### src/rtl/uart_cmd_pkg.sv
// Shared ASCII constants, state encodings and reply helpers for the UART command parser.
// Reply words are packed first-byte-in-MSB so the sender can shift out from the top.
package uart_cmd_pkg;

    localparam logic [7:0] ASCII_CR = 8'h0D;
    localparam logic [7:0] ASCII_LF = 8'h0A;
    localparam logic [7:0] ASCII_L  = 8'h4C;
    localparam logic [7:0] ASCII_A  = 8'h41;
    localparam logic [7:0] ASCII_Q  = 8'h3F;
    localparam logic [7:0] ASCII_O  = 8'h4F;
    localparam logic [7:0] ASCII_K  = 8'h4B;
    localparam logic [7:0] ASCII_E  = 8'h45;
    localparam logic [7:0] ASCII_R  = 8'h52;
    localparam logic [7:0] ASCII_0  = 8'h30;

    localparam int REPLY_LEN = 4;

    localparam logic [1:0] PS_CMD  = 2'd0;
    localparam logic [1:0] PS_ARG  = 2'd1;
    localparam logic [1:0] PS_EOL  = 2'd2;
    localparam logic [1:0] PS_SKIP = 2'd3;

    localparam logic [1:0] SS_IDLE = 2'd0;
    localparam logic [1:0] SS_SEND = 2'd1;
    localparam logic [1:0] SS_GAP  = 2'd2;
    localparam logic [1:0] SS_WAIT = 2'd3;

    typedef enum logic [1:0] {
        ST_CMD  = PS_CMD,
        ST_ARG  = PS_ARG,
        ST_EOL  = PS_EOL,
        ST_SKIP = PS_SKIP
    } parse_state_t;

    typedef enum logic [1:0] {
        SND_IDLE = SS_IDLE,
        SND_SEND = SS_SEND,
        SND_GAP  = SS_GAP,
        SND_WAIT = SS_WAIT
    } send_state_t;

    typedef enum logic [1:0] {
        CMD_NONE,
        CMD_LED,
        CMD_AUTO,
        CMD_QUERY
    } cmd_t;

    function automatic logic is_eol(input logic [7:0] b);
        return (b == ASCII_CR) || (b == ASCII_LF);
    endfunction

    function automatic logic [31:0] reply_word(input logic [7:0] b0, input logic [7:0] b1);
        return {b0, b1, ASCII_CR, ASCII_LF};
    endfunction

endpackage

### src/rtl/uart_cmd_parser_if.sv
// Byte-level UART side of the command parser plus its LED override outputs.
// master = board/bench side, slave = parser.
interface uart_cmd_parser_if;
    logic       rx_valid;
    logic [7:0] rx_data;
    logic       rx_break;
    logic       tx_busy;
    logic       tx_en;
    logic [7:0] tx_data;
    logic       led_override;
    logic [2:0] led_value;
    logic       rx_drop;

    modport master (
        output rx_valid, rx_data, rx_break, tx_busy,
        input  tx_en, tx_data, led_override, led_value, rx_drop
    );

    modport slave (
        input  rx_valid, rx_data, rx_break, tx_busy,
        output tx_en, tx_data, led_override, led_value, rx_drop
    );
endinterface

### src/rtl/uart_reply_sender.sv
// Holds one 4-byte reply and feeds it to uart_tx; first byte can issue the cycle after load.
// Each byte waits for !tx_busy, then a one-cycle gap lets uart_tx raise busy before re-checking.
module uart_reply_sender
    import uart_cmd_pkg::*;
(
    input  logic        CLK_IN,
    input  logic        RST_N,
    input  logic        load,
    input  logic [31:0] bytes,
    input  logic        tx_busy,
    output logic        tx_en,
    output logic [7:0]  tx_data,
    output logic        busy
);

    send_state_t state, state_nxt;
    logic [31:0] buf_q;
    logic [2:0]  idx;
    logic [2:0]  len;

    always_ff @(posedge CLK_IN) begin
        if (!RST_N) begin
            state <= SND_IDLE;
            buf_q <= '0;
            idx   <= '0;
            len   <= '0;
        end else begin
            state <= state_nxt;
            if (load && (state == SND_IDLE)) begin
                buf_q <= bytes;
                idx   <= '0;
                len   <= 3'(REPLY_LEN);
            end else if (tx_en) begin
                buf_q <= {buf_q[23:0], 8'h00};
                idx   <= idx + 3'd1;
            end
        end
    end

    always_comb begin
        state_nxt = state;
        tx_en     = 1'b0;
        case (state)
            SND_IDLE: if (load) state_nxt = SND_SEND;
            SND_SEND: begin
                if (!tx_busy) begin
                    tx_en     = 1'b1;
                    state_nxt = SND_GAP;
                end
            end
            SND_GAP:  state_nxt = (idx < len) ? SND_WAIT : SND_IDLE;
            SND_WAIT: if (!tx_busy) state_nxt = SND_SEND;
            default:  state_nxt = SND_IDLE;
        endcase
    end

    assign tx_data = tx_en ? buf_q[31:24] : 8'h00;
    assign busy    = (state != SND_IDLE);

endmodule

### src/rtl/uart_cmd_parser.sv
// Parses "L<d>", "A", "?" command lines from uart_rx and drives the LED override and ASCII replies.
// Side effects land one cycle after the EOL byte; bytes arriving while a reply is in flight are dropped.
module uart_cmd_parser
    import uart_cmd_pkg::*;
#(
    parameter logic [2:0] LED_RESET = 3'b001,
    parameter bit         REPLY_EN  = 1'b1
) (
    input  logic              CLK_IN,
    input  logic              RST_N,
    uart_cmd_parser_if.slave  bus
);

    parse_state_t state, state_nxt;
    cmd_t         cmd_q, cmd_nxt;
    logic [2:0]   arg_q, arg_nxt;
    logic         exec, err, load, snd_busy, accept, brk, eol, is_digit;
    logic [31:0]  reply_bytes;

    // While a reply is in flight the parser neither consumes bytes nor reacts to BREAK.
    assign accept   = bus.rx_valid && !bus.rx_break && !snd_busy;
    assign brk      = bus.rx_break && !snd_busy;
    assign eol      = is_eol(bus.rx_data);
    assign is_digit = (bus.rx_data[7:3] == 5'b00110);

    always_comb begin
        state_nxt = state;
        cmd_nxt   = cmd_q;
        arg_nxt   = arg_q;
        exec      = 1'b0;
        err       = 1'b0;
        if (brk) begin
            state_nxt = ST_CMD;
        end else if (accept) begin
            case (state)
                ST_CMD: begin
                    if (bus.rx_data == ASCII_L) begin
                        state_nxt = ST_ARG;
                        cmd_nxt   = CMD_LED;
                    end else if (bus.rx_data == ASCII_A) begin
                        state_nxt = ST_EOL;
                        cmd_nxt   = CMD_AUTO;
                    end else if (bus.rx_data == ASCII_Q) begin
                        state_nxt = ST_EOL;
                        cmd_nxt   = CMD_QUERY;
                    end else if (!eol) begin
                        state_nxt = ST_SKIP;
                    end
                end
                ST_ARG: begin
                    if (is_digit) begin
                        state_nxt = ST_EOL;
                        arg_nxt   = bus.rx_data[2:0];
                    end else if (eol) begin
                        err       = 1'b1;
                        state_nxt = ST_CMD;
                    end else begin
                        state_nxt = ST_SKIP;
                    end
                end
                ST_EOL: begin
                    if (eol) begin
                        exec      = 1'b1;
                        state_nxt = ST_CMD;
                    end else begin
                        state_nxt = ST_SKIP;
                    end
                end
                ST_SKIP: begin
                    if (eol) begin
                        err       = 1'b1;
                        state_nxt = ST_CMD;
                    end
                end
                default: state_nxt = ST_CMD;
            endcase
        end
    end

    // Query reports the LED state as it stands before this line, which '?' never changes.
    always_comb begin
        reply_bytes = reply_word(ASCII_O, ASCII_K);
        if (err) begin
            reply_bytes = reply_word(ASCII_E, ASCII_R);
        end else if (cmd_q == CMD_QUERY) begin
            reply_bytes = reply_word(ASCII_0 | {7'b0, bus.led_override},
                                     ASCII_0 | {5'b0, bus.led_value});
        end
    end

    assign load = REPLY_EN && (exec || err);

    always_ff @(posedge CLK_IN) begin
        if (!RST_N) begin
            state            <= ST_CMD;
            cmd_q            <= CMD_NONE;
            arg_q            <= '0;
            bus.led_override <= 1'b0;
            bus.led_value    <= LED_RESET;
            bus.rx_drop      <= 1'b0;
        end else begin
            state       <= state_nxt;
            cmd_q       <= cmd_nxt;
            arg_q       <= arg_nxt;
            bus.rx_drop <= bus.rx_valid && snd_busy;
            if (exec && (cmd_q == CMD_LED)) begin
                bus.led_value    <= arg_q;
                bus.led_override <= 1'b1;
            end else if (exec && (cmd_q == CMD_AUTO)) begin
                bus.led_override <= 1'b0;
            end
        end
    end

    uart_reply_sender u_sender (
        .CLK_IN  (CLK_IN),
        .RST_N   (RST_N),
        .load    (load),
        .bytes   (reply_bytes),
        .tx_busy (bus.tx_busy),
        .tx_en   (bus.tx_en),
        .tx_data (bus.tx_data),
        .busy    (snd_busy)
    );

endmodule

### src/flat_wrapper.sv
// flat-port wrapper written by rule: the top's interface ports become plain ports
module uart_cmd_parser_flat import uart_cmd_pkg::*;
#(
    parameter logic [2:0] LED_RESET = 3'b001,
    parameter bit         REPLY_EN  = 1'b1
)
  (CLK_IN, RST_N, bus_rx_valid, bus_rx_data, bus_rx_break, bus_tx_busy, bus_tx_en, bus_tx_data, bus_led_override, bus_led_value, bus_rx_drop);
  uart_cmd_parser_if bus_i ();
  input  logic CLK_IN;
  input  logic RST_N;
  input wire logic [$bits(bus_i.rx_valid)-1:0] bus_rx_valid;
  input wire logic [$bits(bus_i.rx_data)-1:0] bus_rx_data;
  input wire logic [$bits(bus_i.rx_break)-1:0] bus_rx_break;
  input wire logic [$bits(bus_i.tx_busy)-1:0] bus_tx_busy;
  output wire logic [$bits(bus_i.tx_en)-1:0] bus_tx_en;
  output wire logic [$bits(bus_i.tx_data)-1:0] bus_tx_data;
  output wire logic [$bits(bus_i.led_override)-1:0] bus_led_override;
  output wire logic [$bits(bus_i.led_value)-1:0] bus_led_value;
  output wire logic [$bits(bus_i.rx_drop)-1:0] bus_rx_drop;
  assign bus_i.rx_valid = bus_rx_valid;
  assign bus_i.rx_data = bus_rx_data;
  assign bus_i.rx_break = bus_rx_break;
  assign bus_i.tx_busy = bus_tx_busy;
  assign bus_tx_en = bus_i.tx_en;
  assign bus_tx_data = bus_i.tx_data;
  assign bus_led_override = bus_i.led_override;
  assign bus_led_value = bus_i.led_value;
  assign bus_rx_drop = bus_i.rx_drop;
  uart_cmd_parser #(.LED_RESET(LED_RESET), .REPLY_EN(REPLY_EN)) u_core (.CLK_IN(CLK_IN), .RST_N(RST_N), .bus(bus_i));
endmodule
### config.mk
export PLATFORM = sky130hd
export DESIGN_NAME = uart_cmd_parser_flat
export DESIGN_NICKNAME = d
export VERILOG_FILES = /design/src/rtl/uart_cmd_pkg.sv /design/src/rtl/uart_cmd_parser_if.sv /design/src/rtl/uart_reply_sender.sv /design/src/rtl/uart_cmd_parser.sv /design/src/flat_wrapper.sv
export SDC_FILE = /design/constraint.sdc
export NUM_CORES = 1
export LEC_CHECK = 0
export CELL_PAD_IN_SITES_DETAIL_PLACEMENT = 1
export CELL_PAD_IN_SITES_GLOBAL_PLACEMENT = 1
export CORE_ASPECT_RATIO = 1.4
export CORE_MARGIN = 3
export CORE_UTILIZATION = 40
export DETAILED_ROUTE_END_ITERATION = 7
export HOLD_SLACK_MARGIN = 0.1
export PLACE_DENSITY = 0.83
export SYNTH_ARGS = -nofsm -noshare
export SYNTH_HDL_FRONTEND = slang
export SYNTH_SLANG_ARGS = --single-unit
### constraint.sdc
create_clock -name CLK_IN -period 2.2 [get_ports CLK_IN]
set_clock_uncertainty 0.1 [all_clocks]
set_input_delay 0.44 -clock CLK_IN [delete_from_list [all_inputs] [get_ports CLK_IN]]
set_output_delay 0.44 -clock CLK_IN [all_outputs]
set_load 0.01 [all_outputs]
==> results of run 1 <==
==> through the flow <==
step | TNS, ns | setup slack [ns] | cells
finish | 0 | 0.0623 | 325
detailed placement | -3.84 | -0.271 | 311
CTS | 0 | 0.0466 | 325
floorplan | 0 | 0.306 | 208
global route | -0.0169 | -0.0169 | 325
global placement | -3.16 | -0.222 | 311
==> logic make-up (layout without fill, tap and decap cells) <==
family / after synthesis / in the layout / share of synthesized area
flops: 35 / 35 / 0.394
buf+inv: 19 / 76 / 0.0450
xor+xnor: 2 / 2 / 0.00984
compound gates: 61 / 61 / 0.231
fa+ha+maj: 5 / 5 / 0.0351
simple gates: 75 / 75 / 0.227
mux: 10 / 10 / 0.0562
other cells: 1 / 1 / 0.00211
==> cell type report <==
type                    instances  area [sq um]
multi-input cells             154          1040
fillers                       524          1840
repair inverters                1          7.51
clock inverters                 1          5.00
inverters                       8          32.5
repair buffers                 59           494
flip-flops and latches         35           702
clock buffers                   7          76.3
well taps                      60          75.1
==> cells in the final DEF (no fill, tap or decap), types with 5 or more instances in the layout <==
master / n
clkbuf_8: 5
nand2_1: 27
a21oi_1: 17
nor2_1: 13
dfxtp_1: 34
mux2i_1: 10
o21ai_1: 6
o21a_1: 6
o21ai_0: 6
buf_4: 34
and2_1: 7
clkdlybuf4s50_1: 16
dlygate4sd2_1: 7
inv_1: 7
nand3_1: 5
==> power breakdown <==
group	switching (mW)	total (mW)	leakage, nW	internal (mW)
logic	0.0681	0.134	0.687	0.0661
registers	0.00708	0.645	0.283	0.638
clock network	0.237	0.459	0.0422	0.222
total	0.312	1.24	1.01	0.927
==> flip-flops by register name, indices dropped and copies added (netlist names) <==
signal / flops
u_core.arg_q: 3
u_core.u_sender.buf_q: 17
u_core.u_sender.len: 1
u_core.u_sender.state: 2
u_core.bus.rx_drop: 1
u_core.u_sender.idx: 3
u_core.bus.led_override: 1
u_core.state: 2
u_core.cmd_q: 2
u_core.bus.led_value: 3
==> critical path, cell delays in order <==
cell and delay, ns:
clkdlybuf4s50_1 0.46, or4b_4 0.56, or4_4 0.51, o21ai_1 0.17
a21oi_1 0.08
==> Yosys cell counts (2+ instances only) <==
cell type	n
dfxtp_1	35
nand2_1	27
a21oi_1	17
nor2_1	13
mux2i_1	10
and2_1	7
inv_1	7
clkbuf_1	6
o21a_1	6
o21ai_0	6
o21ai_1	6
ha_1	5
nand3_1	5
buf_2	4
nor3_1	4
a22oi_1	3
a31oi_1	3
and3b_1	3
nand2b_1	2
nand3b_1	2
nand4_1	2
nor3b_1	2
o2111ai_1	2
o211ai_1	2
o22ai_1	2
o2bb2ai_1	2
o41ai_1	2
==> worst min path at each step <==
stage | from | end | slack, ns | cells past startpoint
6_report | u_core.u_sender.buf_q[10] | u_core.u_sender.buf_q[10] | 0.37 | 2
5_1_grt | u_core.u_sender.buf_q[9] | u_core.u_sender.buf_q[9] | 0.39 | 2
4_1_cts | u_core.u_sender.buf_q[10] | u_core.u_sender.buf_q[10] | 0.37 | 2
3_5_place_dp | u_core.u_sender.buf_q[10] | u_core.u_sender.buf_q[10] | 0.36 | 2
3_3_place_gp | u_core.u_sender.buf_q[21] | u_core.u_sender.buf_q[21] | 0.35 | 2
2_1_floorplan | u_core.u_sender.buf_q[10] | u_core.u_sender.buf_q[10] | 0.34 | 2
==> routing by layer <==
layer  vias up  part of all wire  global-route usage
met1       875              0.38               0.200
li1        864                 -                   -
met4         0             0.022              0.0783
met2        32              0.57               0.429
met5         -                 0                   0
met3        10             0.025              0.0305
==> repair_timing <==
item,CTS,global route
gates resized for setup,17,4
setup endpoints to repair,8,5
setup buffers,5,0
hold endpoints to repair,0,0
cloned,1,0
==> impl_results.md, run 1 <==
* Status: finished clean
* Distinct cells, synth at 50
* Overflow after GRT at 0
* VDD IR-drop max at 363 uV
* Pins over their slew limit at 0
* Root Driver: clkbuf_8
* Remaining DRCs at 0
* Leading area contributor after synthesis: dfxtp_1
* Layout cells sized above 1 at 0.204
* # IOs at 27
* Post-CTS Hold Buffers at 0
* Hold Path Class: reg -> reg
* Mapped Avg Cell Area at 8.56 sq um
* Register area share after synthesis at 0.394
* Type of origin of the critical path: primary input
* Number of buffers added on ports at 25
* Crit path from: bus_rx_data[4]
* Setup CP Type: in -> reg
* Post-Syn Nets at 226
* Num CTS Buffers at 5
* Htree depth at 2
* Vias in the first global route at 1877
* Clock Path Buffers at 2
* Starting density of the core at 0.417
* Die area at 5300 sq um
* Area grow syn2layout at 36.5%
* Max-cap violations at 0
* # rows at 28
* Top cells by area, synth: dfxtp_1 39%, nand2_1 5.7%, mux2i_1 5.6%
* Drt initial violations at 48
* DP HPWL at 3.72 mm
* CP endpoint kind: flop
* DR pass1 iterations at 4
* Post-synth EDFFs at 0
* Clock transition at path regs at 0.07 ns
* Yosys warns at 0
* Worst EP required at 2.28 ns
* Reg2Reg Setup Slack at 0.15 ns
* Crit path to: u_core.state[1]
* Async SR Flop Fraction at 0
* Initial antenna violation count at 0
* Total GRT Usage at 0.207
* Syn Std Cell Area at 1780 sq um
* Cell area after layout at 2430 sq um
* Synth top area share at 0.394
* Final Core Density at 0.569
* Clk_lat worst skew at 0.29 ns
* Pleak at 1.01 nW
* Die height at 84.9 um
* Core Box Area at 4270 sq um
* Power, Total at 1.24 mW
* Hold Fails Final Rpt at 0
* Reg-to-reg startpoint: u_core.u_sender.state[1]
* FF+latch count, synth at 35
* Final wirelength at 5.30 mm
* RR Endpoint: u_core.u_sender.buf_q[25]
* Most used DFF post-synth: dfxtp_1
* Vias per inst at 5.48
* Die width at 62.4 um
* R2r worst-path depth at 12
* FMAX at 468 MHz
* Detail Route Antenna Nets at 0
* Clock sinks at 35
* Power per cell area at 510 nW/um^2
* Hold_ws at 0.366 ns
* Layout Nets at 282
* Final Cycle Share at 0.972
* CTS tree: yes
* Largest net degree at the start of global routing at 24
* Cell Area, Placed at 2270 sq um
* First-pass GRT wire length at 8.73 mm
* Antenna cells at 0
* Final setup violation count at 0
* DR WL/cell at 16.3 um
* Routability cong. at 0.855
* Crit path arrival time at 2.22 ns
* Max FO, Critical Path at 3
* Minimum clock period at 2.14 ns
* Total number of vias at 1781
* Cells after synthesis at 208
(Power assumes the default switching activity.)
==> inputs of run 2 (changes only) <==
CORE_UTILIZATION = 36   (was 40)
PLACE_DENSITY = 0.79   (was 0.83)
RECOVER_POWER = 50   (was default)
clock period = 1.8 ns   (was 2.2 ns; I/O delays follow)
==> run 2 against run 1 <==
Net effect: the flow now finishes with violations (setup timing); first-iteration DRC count rose by 42%; count of clock-buffer cells in the layout did not move; routed wire length rose by 25%; flip-flop and latch count did not move.
==> impl_results.md, run 2 (same netlist as run 1, synthesis figures left out) <==
* First-pass GRT wire length at 9.93 mm
* Worst path most repeated cell: buf_6
* Dpl cells at 331
* Layout cells sized above 1 at 0.389
* Max FO, Critical Path at 4
* CP endpoint kind: flop
* Clock sinks at 35
* Setup CP Type: reg -> reg
* Worst EP required at 1.90 ns
* Clock Path Buffers at 2
* Pins over their slew limit at 0
* Detail Route Antenna Nets at 0
* # rows at 29
* Htree depth at 2
* Die area at 5840 sq um
* Hold_ws at 0.367 ns
* Post-Route Setup TNS at -0.216 ns
* DR WL/cell at 18.7 um
* Crit path arrival time at 1.96 ns
* Clk_lat worst skew at 0.28 ns
* Num CTS Buffers at 5
* Final Cycle Share at 1.03
* Drt initial violations at 68
* Type of origin of the critical path: flop
* Hold Fails Final Rpt at 0
* Most frequent cells in the layout: 48 x buf_4, 32 x dfxtp_1, 24 x nand2_1
* Vias in the first global route at 2058
* Cell area after layout at 2790 sq um
* Hold Path Class: reg -> reg
* Pleak at 1.18 nW
* Routability cong. at 0.853
* Layout Nets at 310
* Total number of vias at 1965
* FILL cells at 578
* Power, Total at 1.63 mW
* R2r worst-path depth at 9
* DP HPWL at 4.03 mm
* Die width at 65.4 um
* Power per cell area at 586 nW/um^2
* Antenna cells at 0
* Die height at 89.2 um
* Root Driver: clkbuf_8
* Top reg by flops: u_core.u_sender.buf_q
* Number of buffers added on ports at 25
* Max-cap violations at 0
* Cell Area, Placed at 2410 sq um
* Final Core Density at 0.600
* Initial antenna violation count at 0
* Most common cell after layout, fill and taps aside: buf_4
* Vias per inst at 5.54
* Crit path cell chain: buf_6 -> inv_4 -> ha_4 -> buf_6 -> nand3b_1 -> buf_4 -> nor3_1 -> nor2_1 -> a311oi_2
* CP max stage delay at 0.36 ns
* Final worst slack at -0.0616 ns
* Clock transition at path regs at 0.07 ns
* Core Box Area at 4640 sq um
* CP max-delay cell: dfxtp_4
* Starting density of the core at 0.383
* Non-filler instance count after layout at 355
* Area grow syn2layout at 56.5%
* Status: complete, but fails checks
* Total GRT Usage at 0.222
* Max reg flops at 17
* Minimum clock period at 1.86 ns
* Remaining DRCs at 0
* DR pass1 iterations at 4
* Area occupied by registers at 707 sq um
* RSZ-0062 raised after global routing: yes
* Failing checks: setup timing
* Final setup violation count at 11
* Final wirelength at 6.62 mm
* Overflow after GRT at 0
* FMAX at 537 MHz
* Largest net degree at the start of global routing at 17
* Reg2Reg Setup Slack at -0.06 ns
* Hold path depth at 2
* # IOs at 27
* Footprint of the multi-input gates at 1120 sq um
* Worst slack at placement at -0.567 ns
* CTS tree: yes
* VDD IR-drop max at 316 uV
## run 2: changes by cell type in the layout (fill, tap and decap cells not counted), sizes merged
cell,change
clkinv,-1
buf,+35
clkdlybuf4s50,-6
dlymetal6s2s,-1
clkdlybuf4s15,+3
dlygate4sd2,-3
clkinvlp,+1
## run 2: worst paths after layout
kind / start / end
worst max-delay path: u_core.u_sender.state[0] / u_core.cmd_q[0]
worst max register to register: u_core.u_sender.state[0] / u_core.cmd_q[0]
worst min register to register: u_core.u_sender.buf_q[20] / u_core.u_sender.buf_q[20]
worst min-delay path: u_core.u_sender.buf_q[20] / u_core.u_sender.buf_q[20]
## run 2: area by class of cell
type | instances | share of cell area
Timing Repair Buffer | 87 | 0.263
Sequential cell | 35 | 0.254
Inverter | 8 | 0.0126
Multi-Input combinational cell | 154 | 0.403
Clock inverter | 1 | 0.00269
Tap cell | 62 | 0.0278
Clock buffer | 7 | 0.0346
Timing Repair inverter | 1 | 0.00269
## run 2: power by group
part,switching (mW),internal (mW)
combinational,0.105,0.107
clock,0.280,0.348
sequential,0.0114,0.780
total,0.397,1.23
## run 2: routing by layer
layer / track usage / routed length [um] / vias up
li1: - / - / 924
met1: 0.216 / 2510 / 963
met2: 0.453 / 3630 / 57
met3: 0.0302 / 190 / 21
met4: 0.0981 / 287 / 0
met5: 0 / 0 / -
## run 2: timing repair
action                                  CTS  global route
resized for setup                        69            32
pin swaps                                 9            18
hold buffers                              0             0
endpoints found under the setup margin   37            29
setup buffers                             9             8
cloned                                    2             0
endpoints found under the hold margin     0             0
## run 2: critical path, delay by kind of cell, from the launching register on
kind,cells,cell delay [ns]
AOI/OAI and AO/OA,1,0.19
adders and majority gates,1,0.14
buffers and inverters,4,0.45
DFF,1,0.36
and+or+nand+nor,3,0.54
==> inputs of run 3 (changes only) <==
CORE_UTILIZATION = 42   (was 36)
DONT_BUFFER_PORTS = 1   (was default)
PLACE_DENSITY = 0.7   (was 0.79)
SLEW_MARGIN = 10   (was default)
==> run 3 against run 2 <==
Net effect: the flow now finishes without violations; final area decreased by 21%; sequential share of layout area increased by 6.5 points; non-clock buffer count decreased by 56; sequential power about the same; flip-flop and latch count unchanged; cell count decreased by 21%; routed wire length decreased by 21%; clock power decreased by 6.8%; count of clock-buffer cells in the layout decreased by 1; combinational power decreased by 47%; first-iteration DRC count decreased by 26%; critical endpoint is now bus_tx_en; highest routed layer unchanged.
==> impl_results.md, run 3 (same netlist as run 1, synthesis figures left out) <==
* Final worst slack at 0.0531 ns
* Num CTS Buffers at 5
* Routability cong. at 0.744
* CTS tree: yes
* Most common cell after layout, fill and taps aside: dfxtp_1
* Final wirelength at 5.23 mm
* Top reg by flops: u_core.u_sender.buf_q
* Clk_lat worst skew at 0.29 ns
* CP max-delay cell: dfxtp_2
* Cell area after layout at 2210 sq um
* Clock transition at path regs at 0.07 ns
* Pins over their slew limit at 0
* Slew HR at 0.581
* Vias in the first global route at 1786
* DR pass1 iterations at 4
* Detail Route Antenna Nets at 0
* CP endpoint kind: primary output
* Root Driver: clkbuf_8
* Max reg flops at 17
* VDD IR-drop max at 544 uV
* Htree depth at 2
* Crit path arrival time at 1.29 ns
* DP HPWL at 3.38 mm
* Largest net degree at the start of global routing at 17
* Layout cells sized above 1 at 0.271
* Final Cycle Share at 0.971
* Core Box Area at 4020 sq um
* CP max stage delay at 0.34 ns
* Area grow syn2layout at 24.0%
* Final Core Density at 0.549
* CP Buf/Inv Count at 3
* Cell Area, Placed at 1900 sq um
* Dpl cells at 256
* RSZ-0062 raised after global routing: yes
* Power per cell area at 674 nW/um^2
* Minimum clock period at 1.75 ns
* Total number of vias at 1659
* First-pass GRT wire length at 8.63 mm
* Reg2Reg Setup Slack at 0.06 ns
* Worst EP required at 1.34 ns
* Die width at 61.0 um
* # rows at 27
* Pleak at 0.896 nW
* Hold_sp: RST_N
* Critical path's top delay family: buffers and inverters
* Non-filler instance count after layout at 279
* Hold endpoint: u_core.u_sender.buf_q[21]
* Crit path cell chain: buf_6 -> ha_4 -> nand2b_4 -> clkinvlp_4 -> buf_6
* Clock Path Buffers at 2
* Die area at 5070 sq um
* Number of buffers added on ports at 0
* # IOs at 27
* Worst slack at placement at -0.0780 ns
* R2r worst-path depth at 8
* Remaining DRCs at 0
* RR Endpoint: u_core.u_sender.buf_q[19]
* Setup CP Type: reg -> out
* Layout Nets at 254
* Overflow after GRT at 0
* Hold path depth at 2
* Final setup violation count at 0
* Starting density of the core at 0.443
* Hold Path Class: in -> reg
* Max FO, Critical Path at 4
* Initial antenna violation count at 0
* Least-Margin Pin Slew at 0.623 ns
* Worst path most repeated cell: buf_6
* FMAX at 572 MHz
* Clock sinks at 35
* Vias per inst at 5.95
* Total GRT Usage at 0.226
* Status: finished clean
* Die height at 83.0 um
* Type of origin of the critical path: flop
* Antenna cells at 0
* Drt initial violations at 50
* Hold Fails Final Rpt at 0
* Most frequent cells in the layout: 33 x dfxtp_1, 25 x buf_4, 24 x nand2_1
* Max-cap violations at 0
* Reg-to-reg startpoint: u_core.u_sender.state[0]
* DR WL/cell at 18.7 um
==> run 3: cell types whose count changed in the layout (fill, tap and decap cells not counted), moves of 3 or more <==
cell             previous run  this run
buf_4                      48        25
buf_6                      15         3
clkdlybuf4s50_1            10         0
and2_1                      7         0
and2_4                      0         7
buf_2                       7         1
dlygate4sd2_1               4         0
o21ai_0                     2         6
a21oi_1                    14        17
a21oi_2                     3         0
==> run 3: through the flow <==
step	power, mW	TNS (ns)	hold slack (ns)
final	1.49	0	0.117
after global routing	1.56	-0.0606	0.103
after CTS	1.50	0	0.101
after detailed placement	0.892	-0.184	0.350
after global placement	0.888	-0.0559	0.338
after floorplan	0.871	-0.00220	0.337
==> run 3: area by class of cell <==
| cell class | instances | area [sq um] |
|---|---|---|
| timing repair buffer | 31 | 246 |
| sequential | 35 | 703 |
| timing repair inverter | 1 | 7.51 |
| tap | 43 | 53.8 |
| fill | 476 | 1810 |
| inverter | 8 | 35.0 |
| multi-input combinational | 154 | 1070 |
| clock inverter | 1 | 5.00 |
| clock buffer | 6 | 82.6 |
==> run 3: report_power, final <==
part	switching, mW	internal (mW)	total, mW
logic	0.0629	0.0504	0.113
registers	0.00952	0.780	0.790
clock network	0.284	0.300	0.585
==> run 3: what timing repair did <==
action | in CTS | in global routing
hold buffers | 2 | 0
hold endpoints to repair | 9 | 0
gates cloned | 1 | 1
setup endpoints to repair | 13 | 31
buffers inserted | 10 | 2
pin swaps | 0 | 3
gates resized for setup | 14 | 16
==> run 3: how the worst max path moves through the flow <==
stage | cells past startpoint | from | end | slack [ns]
final | 5 | u_core.u_sender.state[0] | bus_tx_en | 0.05
after CTS | 5 | u_core.u_sender.state[0] | bus_tx_en | 0.01
after global routing | 8 | u_core.u_sender.state[0] | u_core.u_sender.buf_q[19] | -0.02
after global placement | 4 | bus_rx_data[1] | u_core.cmd_q[0] | -0.02
after floorplan | 4 | bus_rx_data[1] | u_core.cmd_q[1] | -0.002
after detailed placement | 4 | bus_rx_data[1] | u_core.cmd_q[0] | -0.08
==> run 3: layer usage <==
metal  track usage  share of wire  wire (um)
met5             0              0          0
met3        0.0575          0.031        163
met1         0.238           0.39       2060
met2         0.396           0.54       2820
met4         0.108          0.034        180
